`src/rtl/regfile_wb_ctrl.sv`:
```
// regfile_wb_ctrl
//   Writeback controller for the integer register file's single write port.
//   Merges ALU results (valid/ready) with LSU load responses (valid only),
//   aligns and extends load data, and keeps a per-register pending-load mask
//   for decode.
//
// Ports
//   i_clk, i_rst_n   clock, asynchronous active-low reset
//   i_alu_valid      ALU result valid
//   o_alu_ready      ALU result accepted when valid & ready (= !buf_valid)
//   i_alu_rd         ALU destination register
//   i_alu_data       ALU result
//   i_ld_valid       load response valid (always accepted)
//   i_ld_rd          load destination register
//   i_ld_raw         raw aligned memory word
//   i_ld_funct3      RV32I load funct3
//   i_ld_addr_lo     byte address bits [1:0]
//   i_ld_issue       decode issued a load this cycle
//   i_ld_issue_rd    destination of the issued load
//   o_rd_addr        regfile write address
//   o_rd_wren        regfile write enable (one-cycle pulse per write)
//   o_rd_data        regfile write data
//   o_busy           per-register pending-load mask (bit 0 always 0)
//   o_ld_err         one-cycle pulse on illegal or misaligned load response
module regfile_wb_ctrl #(
    parameter int XLEN = 32,
    parameter int AW   = 5
) (
    input  logic                 i_clk,
    input  logic                 i_rst_n,
    input  logic                 i_alu_valid,
    output logic                 o_alu_ready,
    input  logic [AW-1:0]        i_alu_rd,
    input  logic [XLEN-1:0]      i_alu_data,
    input  logic                 i_ld_valid,
    input  logic [AW-1:0]        i_ld_rd,
    input  logic [XLEN-1:0]      i_ld_raw,
    input  logic [2:0]           i_ld_funct3,
    input  logic [1:0]           i_ld_addr_lo,
    input  logic                 i_ld_issue,
    input  logic [AW-1:0]        i_ld_issue_rd,
    output logic [AW-1:0]        o_rd_addr,
    output logic                 o_rd_wren,
    output logic [XLEN-1:0]      o_rd_data,
    output logic [(1<<AW)-1:0]   o_busy,
    output logic                 o_ld_err
);

    localparam int NREG = 1 << AW;

    typedef enum logic [1:0] {
        SRC_NONE,
        SRC_LD,
        SRC_BUF,
        SRC_ALU
    } src_e;

    // One-entry holding buffer for an ALU result that lost to a load
    logic            buf_valid;
    logic [AW-1:0]   buf_rd;
    logic [XLEN-1:0] buf_data;

    logic            buf_valid_d;
    logic [AW-1:0]   buf_rd_d;
    logic [XLEN-1:0] buf_data_d;

    src_e            src;
    logic            alu_hs;
    logic            ld_bad;
    logic [XLEN-1:0] ld_ext;

    logic            wr_en_d;
    logic [AW-1:0]   wr_addr_d;
    logic [XLEN-1:0] wr_data_d;
    logic            err_d;

    logic [NREG-1:0] busy_set;
    logic [NREG-1:0] busy_clr;
    logic [NREG-1:0] busy_d;

    function automatic logic [XLEN-1:0] ld_extend(
        input logic [XLEN-1:0] raw,
        input logic [2:0]      funct3,
        input logic [1:0]      addr_lo
    );
        logic [7:0]  b;
        logic [15:0] h;
        case (addr_lo)
            2'd0:    b = raw[7:0];
            2'd1:    b = raw[15:8];
            2'd2:    b = raw[23:16];
            default: b = raw[31:24];
        endcase
        h = addr_lo[1] ? raw[31:16] : raw[15:0];
        case (funct3)
            3'b000:  ld_extend = {{(XLEN-8){b[7]}}, b};
            3'b100:  ld_extend = {{(XLEN-8){1'b0}}, b};
            3'b001:  ld_extend = {{(XLEN-16){h[15]}}, h};
            3'b101:  ld_extend = {{(XLEN-16){1'b0}}, h};
            3'b010:  ld_extend = raw;
            default: ld_extend = '0;
        endcase
    endfunction

    // Ready depends only on registered state
    assign o_alu_ready = !buf_valid;
    assign alu_hs      = i_alu_valid && !buf_valid;

    always_comb begin
        ld_ext = ld_extend(i_ld_raw, i_ld_funct3, i_ld_addr_lo);
        case (i_ld_funct3)
            3'b011, 3'b110, 3'b111: ld_bad = 1'b1;
            3'b001, 3'b101:         ld_bad = i_ld_addr_lo[0];
            3'b010:                 ld_bad = (i_ld_addr_lo != 2'd0);
            default:                ld_bad = 1'b0;
        endcase
    end

    // Write-port arbitration: load > buffered ALU > new ALU handshake
    always_comb begin
        src         = SRC_NONE;
        wr_en_d     = 1'b0;
        wr_addr_d   = o_rd_addr;
        wr_data_d   = o_rd_data;
        err_d       = 1'b0;
        buf_valid_d = buf_valid;
        buf_rd_d    = buf_rd;
        buf_data_d  = buf_data;

        if (i_ld_valid) begin
            src = SRC_LD;
        end else if (buf_valid) begin
            src = SRC_BUF;
        end else if (alu_hs) begin
            src = SRC_ALU;
        end

        case (src)
            SRC_LD: begin
                err_d = ld_bad;
                if (!ld_bad && (i_ld_rd != '0)) begin
                    wr_en_d   = 1'b1;
                    wr_addr_d = i_ld_rd;
                    wr_data_d = ld_ext;
                end
                // ALU handshake alongside a load parks in the buffer
                if (alu_hs) begin
                    buf_valid_d = 1'b1;
                    buf_rd_d    = i_alu_rd;
                    buf_data_d  = i_alu_data;
                end
            end
            SRC_BUF: begin
                buf_valid_d = 1'b0;
                if (buf_rd != '0) begin
                    wr_en_d   = 1'b1;
                    wr_addr_d = buf_rd;
                    wr_data_d = buf_data;
                end
            end
            SRC_ALU: begin
                if (i_alu_rd != '0) begin
                    wr_en_d   = 1'b1;
                    wr_addr_d = i_alu_rd;
                    wr_data_d = i_alu_data;
                end
            end
            default: ;
        endcase
    end

    // Pending-load scoreboard; a set in the same cycle as a clear wins
    always_comb begin
        busy_set = '0;
        busy_clr = '0;
        if (i_ld_issue && (i_ld_issue_rd != '0)) begin
            busy_set[i_ld_issue_rd] = 1'b1;
        end
        if (i_ld_valid) begin
            busy_clr[i_ld_rd] = 1'b1;
        end
        busy_d    = (o_busy & ~busy_clr) | busy_set;
        busy_d[0] = 1'b0;
    end

    always_ff @(posedge i_clk or negedge i_rst_n) begin
        if (!i_rst_n) begin
            o_rd_addr <= '0;
            o_rd_wren <= 1'b0;
            o_rd_data <= '0;
            o_busy    <= '0;
            o_ld_err  <= 1'b0;
            buf_valid <= 1'b0;
            buf_rd    <= '0;
            buf_data  <= '0;
        end else begin
            o_rd_addr <= wr_addr_d;
            o_rd_wren <= wr_en_d;
            o_rd_data <= wr_data_d;
            o_busy    <= busy_d;
            o_ld_err  <= err_d;
            buf_valid <= buf_valid_d;
            buf_rd    <= buf_rd_d;
            buf_data  <= buf_data_d;
        end
    end

endmodule

```
`config.mk`:
```
export PLATFORM = sky130hd
export DESIGN_NAME = regfile_wb_ctrl
export DESIGN_NICKNAME = d
export VERILOG_FILES = /design/src/rtl/regfile_wb_ctrl.sv
export SDC_FILE = /design/constraint.sdc
export NUM_CORES = 1
export LEC_CHECK = 0
export ABC_AREA = 1
export ABC_CLOCK_PERIOD_IN_PS = 3900
export BUFFER_PORTS_ARGS = -buffer_cell sky130_fd_sc_hd__buf_2
export CAP_MARGIN = 20
export CELL_PAD_IN_SITES_DETAIL_PLACEMENT = 2
export CELL_PAD_IN_SITES_GLOBAL_PLACEMENT = 2
export CORE_MARGIN = 3
export CORE_UTILIZATION = 32
export CTS_BUF_LIST = sky130_fd_sc_hd__clkbuf_16
export CTS_CLUSTER_SIZE = 28
export DETAILED_ROUTE_END_ITERATION = 8
export GPL_ROUTABILITY_DRIVEN = 0
export PLACE_DENSITY = 0.81
export SLEW_MARGIN = 20
export SYNTH_ARGS = -nofsm -noshare
export SYNTH_HDL_FRONTEND = slang
export SYNTH_SLANG_ARGS = --single-unit
```
`constraint.sdc`:
```
create_clock -name i_clk -period 3.9 [get_ports i_clk]
set_clock_uncertainty 0.1 [all_clocks]
set_input_delay 0.585 -clock i_clk [delete_from_list [all_inputs] [get_ports i_clk]]
set_output_delay 0.585 -clock i_clk [all_outputs]
set_load 0.1 [all_outputs]
```
==> results.toml, run 1 <==
[finish]
fin_area_mm2 = 0.00706
final.fill_count = 2056
final_nets = 961
drive_above_1_share = 0.278
syn_to_final_growth_pct = 21.2
final_util = 0.402

[timing]
slew_violations = 0
timing.fmax_ghz = 0.385
slew_headroom = 0.506
setup_slack_ps = 1310
hold_violations = 0
fin_tns_setup_ps = 0
fin_crit_ps = 2590
tightest_slew_ps = 742
finalCritPeriodShare = 0.665
rsz0062_at_grt = "no"
finalSetupViolations = 0

[logic_synthesis]
synth_edf_count = 0
synth_top_area_frac = 0.464
ys_ff_latch = 108
synthTopCellsByCount = "284 x nand2_1, 108 x dfrtp_1, 71 x o21ai_0, 60 x nand3_1, 36 x inv_1"
synth_top_family_by_area = "simple AND/OR/NAND/NOR gates"
yosys.area_share.adder = 0
yosys.area.top_type = "dfrtp_1"
syn_avg_cell_area_um2 = 7.99
synth_nets = 818
ys.flop_type = "dfrtp_1"
async_flop_share = 1.00
synth.area.top_cells = "dfrtp_1 46%, nand2_1 18%, mux2_2 6.2%, o21ai_0 6.1%, nand3_1 5.2%"
ys_seq_area_frac = 0.464
ys_warn_count = 0
syn_inst = 729
synthMuxAreaShare = 0.0619
synth_cell_types = 28
synth_compound_area_frac = 0.131
synth_xor_area_frac = 0
synthSimpleGateAreaFrac = 0.272
synth_most_common_cell = "nand2_1"
synth_area_mm2 = 0.00582

[clocking]
clock-sinks = 108
cts_buffers = 9
clkLatencyLatePin_ps = 360
clk_pin_slew_ps = 80
cts_setup_buffers = 0
cts_resized = 0
ctsLongestPathBuffers = 2
cts_htree_levels = 3
hold_buffers = 0
tritoncts = "done"
cts_root_buf = "clkbuf_16"

[floorplanning]
die_h_um = 141
die_x_um = 141
start_util = 0.332
core-area_mm2 = 0.0175
rows = 48
pin_count = 161
dieArea_mm2 = 0.0199

[global_route]
met3_usage = 0.0329
antenna_found_initial = 1
grt_usage = 0.232
grt.overflow.total = 0
busiest_layer = "met2"
grt_use_met2 = 0.403
grt_util_met1 = 0.302
grt_pass1_vias = 6522
grt_pass1_wl_mm = 36.3
grt_max_degree = 76

[job]
cap_violations = 0

[power]
power_frac_seq = 0.333
vdd_drop_max_mv = 0.435
pwr-share-clk = 0.208
pwr-share-comb = 0.459
p_sw_w = 0.00241
powerDensity_mw_per_mm2 = 651
leakagePower_nw = 3.75
intPower_w = 0.00218
swShare = 0.525

[detailed_routing]
drcViolationCount = 0
route.vias.total = 5825
first_pass_iters = 4
antenna_left = 0
wirelength_mm = 22.7
routedWlPerCell_um = 20.6
drt_iter0_markers = 262
via_per_inst = 5.28

[critical_path]
startpoint_type = "flop"
worst-setup-path-type = "flop to flop"
endpoint_kind = "flop"
required_ps = 4040
arrival_ps = 2740
cp_max_fo = 42

[placement]
dpl_cell_area_mm2 = 0.00672
dp_slack_ps = 931
dp_hpwl_mm = 16.7
io_buffers = 159

[hold_path]
hp-class = "primary input to asynchronous set/reset pin"

[outcome]
outcome = "finished, final reports clean"
[per-stage QoR]
stage	hold WS, ps	total power, W	std cells
after global routing	216	0.00481	1103
after detailed placement	374	0.00367	1085
after global placement	361	0.00358	1085
after floorplan	189	0.00319	729
after CTS	336	0.00463	1101
final	160	0.00459	1103
[final timing paths]
kind | startpoint | slack [ps] | endpoint | cells past startpoint
setup reg to reg | buf_valid | 1310 | o_rd_data[30] | 10
setup / recovery | buf_valid | 1310 | o_rd_data[30] | 10
hold reg to reg | o_rd_data[25] | 390 | o_rd_data[25] | 2
min in group i_clk | i_alu_data[19] | 370 | buf_data[19] | 2
max in group asynchronous | i_rst_n | 2750 | o_busy[12] | 2
hold / removal | i_rst_n | 160 | o_rd_data[5] | 1
[flip-flops by register name, summed over array words and instances, names as in the netlist]
name and flops:
o_rd_wren 1, buf_rd 5, buf_data 32, o_rd_data 32, o_ld_err 1, buf_valid 1
o_rd_addr 5, o_busy 31
[power by group through the flow]
stage | clock network (W) | logic, W | registers [W]
6_report | 0.000954 | 0.00211 | 0.00153
4_1_cts | 0.000978 | 0.00213 | 0.00153
2_1_floorplan | 0 | 0.000455 | 0.00273
3_3_place_gp | 0 | 0.00206 | 0.00153
3_5_place_dp | 0 | 0.00212 | 0.00155
5_1_grt | 0.00103 | 0.00222 | 0.00156
[layout by cell type (no fill, tap or decap), drive strengths merged]
cell / instances
dfrtp: 108
buf: 166
nor3: 1
inv: 48
diode: 1
o21ai: 79
nor2: 25
clkbuf: 9
nand3: 63
conb: 1
nand2: 291
mux2: 32
o22ai: 5
nand4: 1
o211ai: 4
clkinv: 3
a22oi: 32
a21oi: 9
[layer usage]
layer	wire, µm	vias up	part of all wire
li1	-	2686	-
met4	437	0	0.019
met3	937	26	0.041
met5	0	-	0
met2	11400	145	0.50
met1	9920	2968	0.44
[cell families after synthesis]
logic type             Yosys count
buffers and inverters           78
other                            1
AOI/OAI and AO/OA              129
and+or+nand+nor                381
DFF                            108
muxes                           32
[worst max-delay path: stages (launching register included)]
cell	delay (ps)
dfrtp_1	410
inv_2	140
nand3_4	120
inv_2	510
o21ai_1	170
nand2_1	120
inv_2	50
nand2_4	310
inv_4	290
nand2_1	150
nand2_1	80
[area by class of cell]
type / instances / area [µm²] / area share
Multi-Input combinational cell: 543 / 2720 / 0.386
Sequential cell: 108 / 2700 / 0.383
Timing Repair Buffer: 166 / 875 / 0.124
Tap cell: 225 / 282 / 0.0399
Clock buffer: 9 / 225 / 0.0319
Inverter: 44 / 170 / 0.0241
Clock inverter: 7 / 78.8 / 0.0112
Antenna cell: 1 / 2.50 / 0.000355
No activity file was read; power rests on OpenSTA's default activity.
==> run 2, diff against run 1 <==
--- a/config.mk
+++ b/config.mk
@@ -5,8 +5,8 @@
 export SDC_FILE = /design/constraint.sdc
 export NUM_CORES = 1
 export LEC_CHECK = 0
-export ABC_AREA = 1
-export ABC_CLOCK_PERIOD_IN_PS = 3900
+export ABC_AREA = 0
+export ABC_CLOCK_PERIOD_IN_PS = 2400
 export BUFFER_PORTS_ARGS = -buffer_cell sky130_fd_sc_hd__buf_2
 export CAP_MARGIN = 20
 export CELL_PAD_IN_SITES_DETAIL_PLACEMENT = 2
@@ -17,7 +17,7 @@
 export CTS_CLUSTER_SIZE = 28
 export DETAILED_ROUTE_END_ITERATION = 8
 export GPL_ROUTABILITY_DRIVEN = 0
-export PLACE_DENSITY = 0.81
+export PLACE_DENSITY = 0.75
 export SLEW_MARGIN = 20
 export SYNTH_ARGS = -nofsm -noshare
 export SYNTH_HDL_FRONTEND = slang
==> constraint.sdc (replaced) <==
create_clock -name i_clk -period 2.4 [get_ports i_clk]
set_clock_uncertainty 0.1 [all_clocks]
set_input_delay 0.36 -clock i_clk [delete_from_list [all_inputs] [get_ports i_clk]]
set_output_delay 0.36 -clock i_clk [all_outputs]
set_load 0.1 [all_outputs]
==> run 2 against run 1 <==
Effect of this change: global-route usage decreased by 0.62 points; fmax increased by 19%; synthesized cell count decreased by 26%; flip-flop and latch count unchanged; via count decreased by 11%; highest routed layer is now met5.
==> results.toml, run 2 <==
[outcome]
outcome = "finished, final reports clean"

[power]
p_total_w = 0.00747
p_sw_w = 0.00368
intPower_w = 0.00379
leakagePower_nw = 3.03
pwr-share-comb = 0.449
powerDensity_mw_per_mm2 = 1050
swShare = 0.493
pwr-share-clk = 0.222
vdd_drop_max_mv = 0.757
power_frac_seq = 0.329

[logic_synthesis]
ys.flop_type = "dfrtp_1"
synth_cell_types = 40
synth_top_area_frac = 0.477
ys_ff_latch = 108
syn_avg_cell_area_um2 = 10.6
yosys.area.top_type = "dfrtp_1"
synth.area.top_cells = "dfrtp_1 48%, mux2_2 9.0%, o21ai_0 8.1%, a22oi_1 6.0%, nor4_1 3.6%"
async_flop_share = 1.00
synthTopCellsByCount = "108 x dfrtp_1, 92 x o21ai_0, 45 x a22oi_1, 45 x mux2_2"
synth_edf_count = 0
ys_seq_area_frac = 0.477
ys_warn_count = 0
synth_nets = 625
syn_inst = 536
synth_area_mm2 = 0.00566
synth_most_common_cell = "dfrtp_1"

[clocking]
cts_htree_levels = 3
tritoncts = "done"
cts_buffers = 9
clock-sinks = 108
clk_pin_slew_ps = 80
cts_setup_buffers = 0
ctsLongestPathBuffers = 2
clkLatencyLatePin_ps = 360
cts_root_buf = "clkbuf_16"

[timing]
fin_tns_setup_ps = 0
timing.fmax_ghz = 0.458
slew_headroom = 0.647
finalCritPeriodShare = 0.910
finalSetupViolations = 0
fin_crit_ps = 2180
tightest_slew_ps = 533
slew_violations = 0
setup_slack_ps = 216
rsz0062_at_grt = "no"
hold_violations = 0

[hold_path]
hp-start = "i_alu_data[0]"
hold_end = "buf_data[0]"
whs_path_depth = 2
hp-class = "primary input to flop"

[finish]
drive_above_1_share = 0.414
register_area_mm2 = 0.00270
diodes = 0
final_cell_mix = "158 x buf_2, 108 x dfrtp_1, 92 x o21ai_0, 45 x a22oi_1, 45 x mux2_2"
final.fill_count = 1886
final_nets = 778
mostFrequentLayoutCell = "buf_2"
syn_to_final_growth_pct = 25.7
reg_top3 = "buf_data x32, o_rd_data x32, o_busy x31"
multiInputGateArea_mm2 = 0.00275

[critical_path]
endpoint_kind = "flop"
required_ps = 2560
startpoint_type = "flop"
cp_max_fo = 33
r2r_cells = 5
arrival_ps = 2350
worst-setup-path-type = "flop to flop"
r2r-start = "buf_rd[0]"
r2r_slack_ps = 220
r2r-end = "o_rd_data[25]"

[floorplanning]
pin_count = 161
start_util = 0.327
die_x_um = 139
core-area_mm2 = 0.0173
die_h_um = 139
dieArea_mm2 = 0.0193
rows = 48

[global_route]
grt.overflow.total = 0
grt_usage = 0.226
grt_pass1_wl_mm = 34.5
grt_pass1_vias = 5771
grt_max_degree = 43
antenna_found_initial = 1

[detailed_routing]
drcViolationCount = 0
wirelength_mm = 21.7
antenna_left = 0
drt_iter0_markers = 264
routedWlPerCell_um = 23.6
via_per_inst = 5.63
route.vias.total = 5174
first_pass_iters = 4

[placement]
dp_slack_ps = 150
dp_hpwl_mm = 16.2
io_buffers = 159

[job]
cap_violations = 0
[run 2: changes by cell type after synthesis, sizes merged, moves of 18 or more]
cell,previous run,this run
inv,44,1
nand2,291,27
nor4,0,33
nor2,25,4
a31oi,0,32
clkbuf,9,33
nand3,63,4
mux2,32,50
[run 2: cell families after synthesis]
group | share of synthesized area
other cells | 0.000662
mux | 0.134
buf+inv | 0.0378
compound gates | 0.211
simple gates | 0.139
flops | 0.477
[run 2: layout make-up]
class	instances	share of cell area
multi-input cells	383	0.386
clock buffers	9	0.0317
flip-flops and latches	108	0.380
inverters	1	0.000528
repair buffers	186	0.148
clock inverters	7	0.0139
well taps	225	0.0396
[run 2: how the worst max path moves through the flow]
stage               slack [ps]             to  depth (start not counted)   startpoint
floorplan                  210   o_rd_addr[0]                          6   i_ld_rd[2]
global placement           220   o_rd_addr[2]                          5  i_alu_rd[0]
detailed placement         150   o_rd_data[6]                          6  i_alu_rd[0]
CTS                        190  o_rd_data[25]                          5    buf_rd[0]
global route               150  o_rd_data[25]                          5    buf_rd[0]
finish                     220  o_rd_data[25]                          5    buf_rd[0]
[run 2: stage by stage]
stage | instance area (µm²) | hold slack (ps) | util | instances
finish | 7120 | 147 | 0.411 | 919
global route | 7120 | 136 | 0.411 | 919
CTS | 7120 | 137 | 0.411 | 919
detailed placement | 6780 | 264 | 0.392 | 902
global placement | 6780 | 252 | 0.392 | 902
floorplan | 5660 | -35.6 | - | 536
[run 2: critical path, stage by stage (launching register included)]
cell	delay (ps)
dfrtp_1	400
or4_1	540
o21a_1	220
or3_4	420
buf_12	200
a31oi_1	200
[run 2: power groups by stage]
stage	Clock [W]	Combinational [W]	Sequential, W
after floorplan	0	0.000683	0.00439
after global placement	0	0.00330	0.00246
after detailed placement	0	0.00337	0.00249
after CTS	0.00171	0.00338	0.00246
after global routing	0.00180	0.00351	0.00251
final	0.00166	0.00336	0.00246
[run 2: repair_timing]
item,in CTS,in global routing
gates resized for setup,0,0
hold buffers,1,0
endpoints found under the hold margin,34,0
[run 2: metal layers]
metal | up-vias | global-route usage | routed length, µm
met5 | - | 0 | 13
met4 | 2 | 0.0546 | 370
met3 | 23 | 0.0503 | 992
met2 | 146 | 0.381 | 10700
met1 | 2660 | 0.298 | 9610
li1 | 2343 | - | -
==> run 3, diff against run 2 <==
--- a/config.mk
+++ b/config.mk
@@ -6,7 +6,7 @@
 export NUM_CORES = 1
 export LEC_CHECK = 0
 export ABC_AREA = 0
-export ABC_CLOCK_PERIOD_IN_PS = 2400
+export ABC_CLOCK_PERIOD_IN_PS = 2300
 export BUFFER_PORTS_ARGS = -buffer_cell sky130_fd_sc_hd__buf_2
 export CAP_MARGIN = 20
 export CELL_PAD_IN_SITES_DETAIL_PLACEMENT = 2
@@ -18,6 +18,7 @@
 export DETAILED_ROUTE_END_ITERATION = 8
 export GPL_ROUTABILITY_DRIVEN = 0
 export PLACE_DENSITY = 0.75
+export SETUP_SLACK_MARGIN = 0.5
 export SLEW_MARGIN = 20
 export SYNTH_ARGS = -nofsm -noshare
 export SYNTH_HDL_FRONTEND = slang
==> constraint.sdc (replaced) <==
create_clock -name i_clk -period 2.3 [get_ports i_clk]
set_clock_uncertainty 0.1 [all_clocks]
set_input_delay 0.345 -clock i_clk [delete_from_list [all_inputs] [get_ports i_clk]]
set_output_delay 0.345 -clock i_clk [all_outputs]
set_load 0.1 [all_outputs]
==> run 3 against run 2 <==
Effect of this change: critical path depth fell by 1; clock-buffer cell count is the same; final cell count is 0.98% higher; flip-flop and latch count is the same; setup slack got worse by 28 ps; clock power about the same; combinational power is 8.3% higher; die area did not move; wire length is 4.8% higher; highest routed layer unchanged.
==> results.toml, run 3 (synthesis gave the netlist of run 2 again) <==
[floorplanning]
pin_count = 161
core-area_mm2 = 0.0173
start_util = 0.327
dieArea_mm2 = 0.0193
rows = 48
die_x_um = 139
die_h_um = 139

[timing]
hold_violations = 0
finalCritPeriodShare = 0.918
rsz0062_at_grt = "yes"
finalSetupViolations = 0
slew_violations = 0
timing.fmax_ghz = 0.474
fin_crit_ps = 2110
tightest_slew_ps = 563
setup_slack_ps = 188
slew_headroom = 0.625
fin_tns_setup_ps = 0

[critical_path]
required_ps = 2440
crit_buf_inv = 0
cpPeakStageDelay_ps = 520
arrival_ps = 2250
cp_slowest_cell = "or4_1"
path_cells = "or4_1 -> o21a_1 -> or3_4 -> mux2_1"
cp_max_fo = 5
endpoint_kind = "flop"
worst-setup-path-type = "flop to flop"
crit_family = "simple AND/OR/NAND/NOR gates"
startpoint_type = "flop"

[placement]
dp_cells = 905
dp_hpwl_mm = 16.4
dpl_cell_area_mm2 = 0.00679
io_buffers = 159
dp_slack_ps = 73.1

[job]
cap_violations = 0

[global_route]
grt_pass1_vias = 5792
grt_pass1_wl_mm = 34.9
grt_usage = 0.227
grt_max_degree = 40
grt.overflow.total = 0
antenna_found_initial = 1

[power]
pwr-share-comb = 0.461
p_total_w = 0.00789
power_frac_seq = 0.324
intPower_w = 0.00401
pwr-share-clk = 0.214
leakagePower_nw = 3.10
powerDensity_mw_per_mm2 = 1070
vdd_drop_max_mv = 0.759
p_sw_w = 0.00388
swShare = 0.492

[clocking]
clock-sinks = 108
clk_pin_slew_ps = 80
cts_buffers = 9
tritoncts = "done"
clkLatencyLatePin_ps = 360
cts_htree_levels = 3
cts_root_buf = "clkbuf_16"
ctsLongestPathBuffers = 2

[hold_path]
hp-class = "primary input to flop"

[finish]
diodes = 0
final_cell_mix = "157 x buf_2, 108 x dfrtp_1, 92 x o21ai_0, 45 x a22oi_1, 45 x mux2_2"
fin_area_mm2 = 0.00734
final_nets = 787
drive_above_1_share = 0.437
reg_top3 = "buf_data x32, o_rd_data x32, o_busy x31"
mostFrequentLayoutCell = "buf_2"
instances_no_fill = 928
syn_to_final_growth_pct = 29.7

[detailed_routing]
drcViolationCount = 0
routedWlPerCell_um = 24.5
via_per_inst = 5.70
antenna_left = 0
route.vias.total = 5293
wirelength_mm = 22.7
first_pass_iters = 5
drt_iter0_markers = 278

[outcome]
outcome = "finished, final reports clean"
run 3: layer usage:
metal / track usage / vias to the layer above / part of all wire
li1: - / 2370 / -
met1: 0.303 / 2744 / 0.44
met2: 0.383 / 147 / 0.50
met3: 0.0448 / 30 / 0.048
met4: 0.0525 / 2 / 0.016
met5: 0 / - / 0.00057
run 3: cell type report:
type	count	area (µm²)
fillers	1846	9950
multi-input cells	384	2880
flip-flops and latches	108	2700
repair buffers	194	1160
well taps	225	282
clock buffers	9	225
clock inverters	7	90.1
inverters	1	3.75
run 3: per-stage QoR:
stage,util,hold WS [ps]
after floorplan,-,-50.6
after global placement,0.393,251
after detailed placement,0.393,263
after CTS,0.412,125
after global routing,0.425,127
final,0.425,135
run 3: power by group through the flow:
stage | registers (W) | clock network (W) | logic, W
after detailed placement | 0.00259 | 0 | 0.00353
after global placement | 0.00256 | 0 | 0.00345
after floorplan | 0.00458 | 0 | 0.000716
final | 0.00256 | 0.00169 | 0.00364
after global routing | 0.00261 | 0.00181 | 0.00379
after CTS | 0.00256 | 0.00173 | 0.00354
run 3: repair_timing:
action / in CTS / in global routing
setup endpoints to repair: 39 / 39
pin swaps: 1 / 0
hold endpoints to repair: 34 / 0
hold buffers: 1 / 0
gates resized for setup: 2 / 18
cloned: 0 / 4
buffers inserted: 1 / 1
run 3: final timing paths:
check / depth (start not counted) / slack, ps / to / from
hold reg to reg: 1 / 410 / buf_data[1] / buf_data[1]
min in group asynchronous: 2 / 410 / buf_rd[2] / i_rst_n
hold / removal: 2 / 130 / buf_data[21] / i_alu_data[21]
setup / recovery: 4 / 190 / o_rd_addr[2] / buf_rd[0]
max in group asynchronous: 3 / 1050 / buf_data[10] / i_rst_n
setup reg to reg: 4 / 190 / o_rd_addr[2] / buf_rd[0]
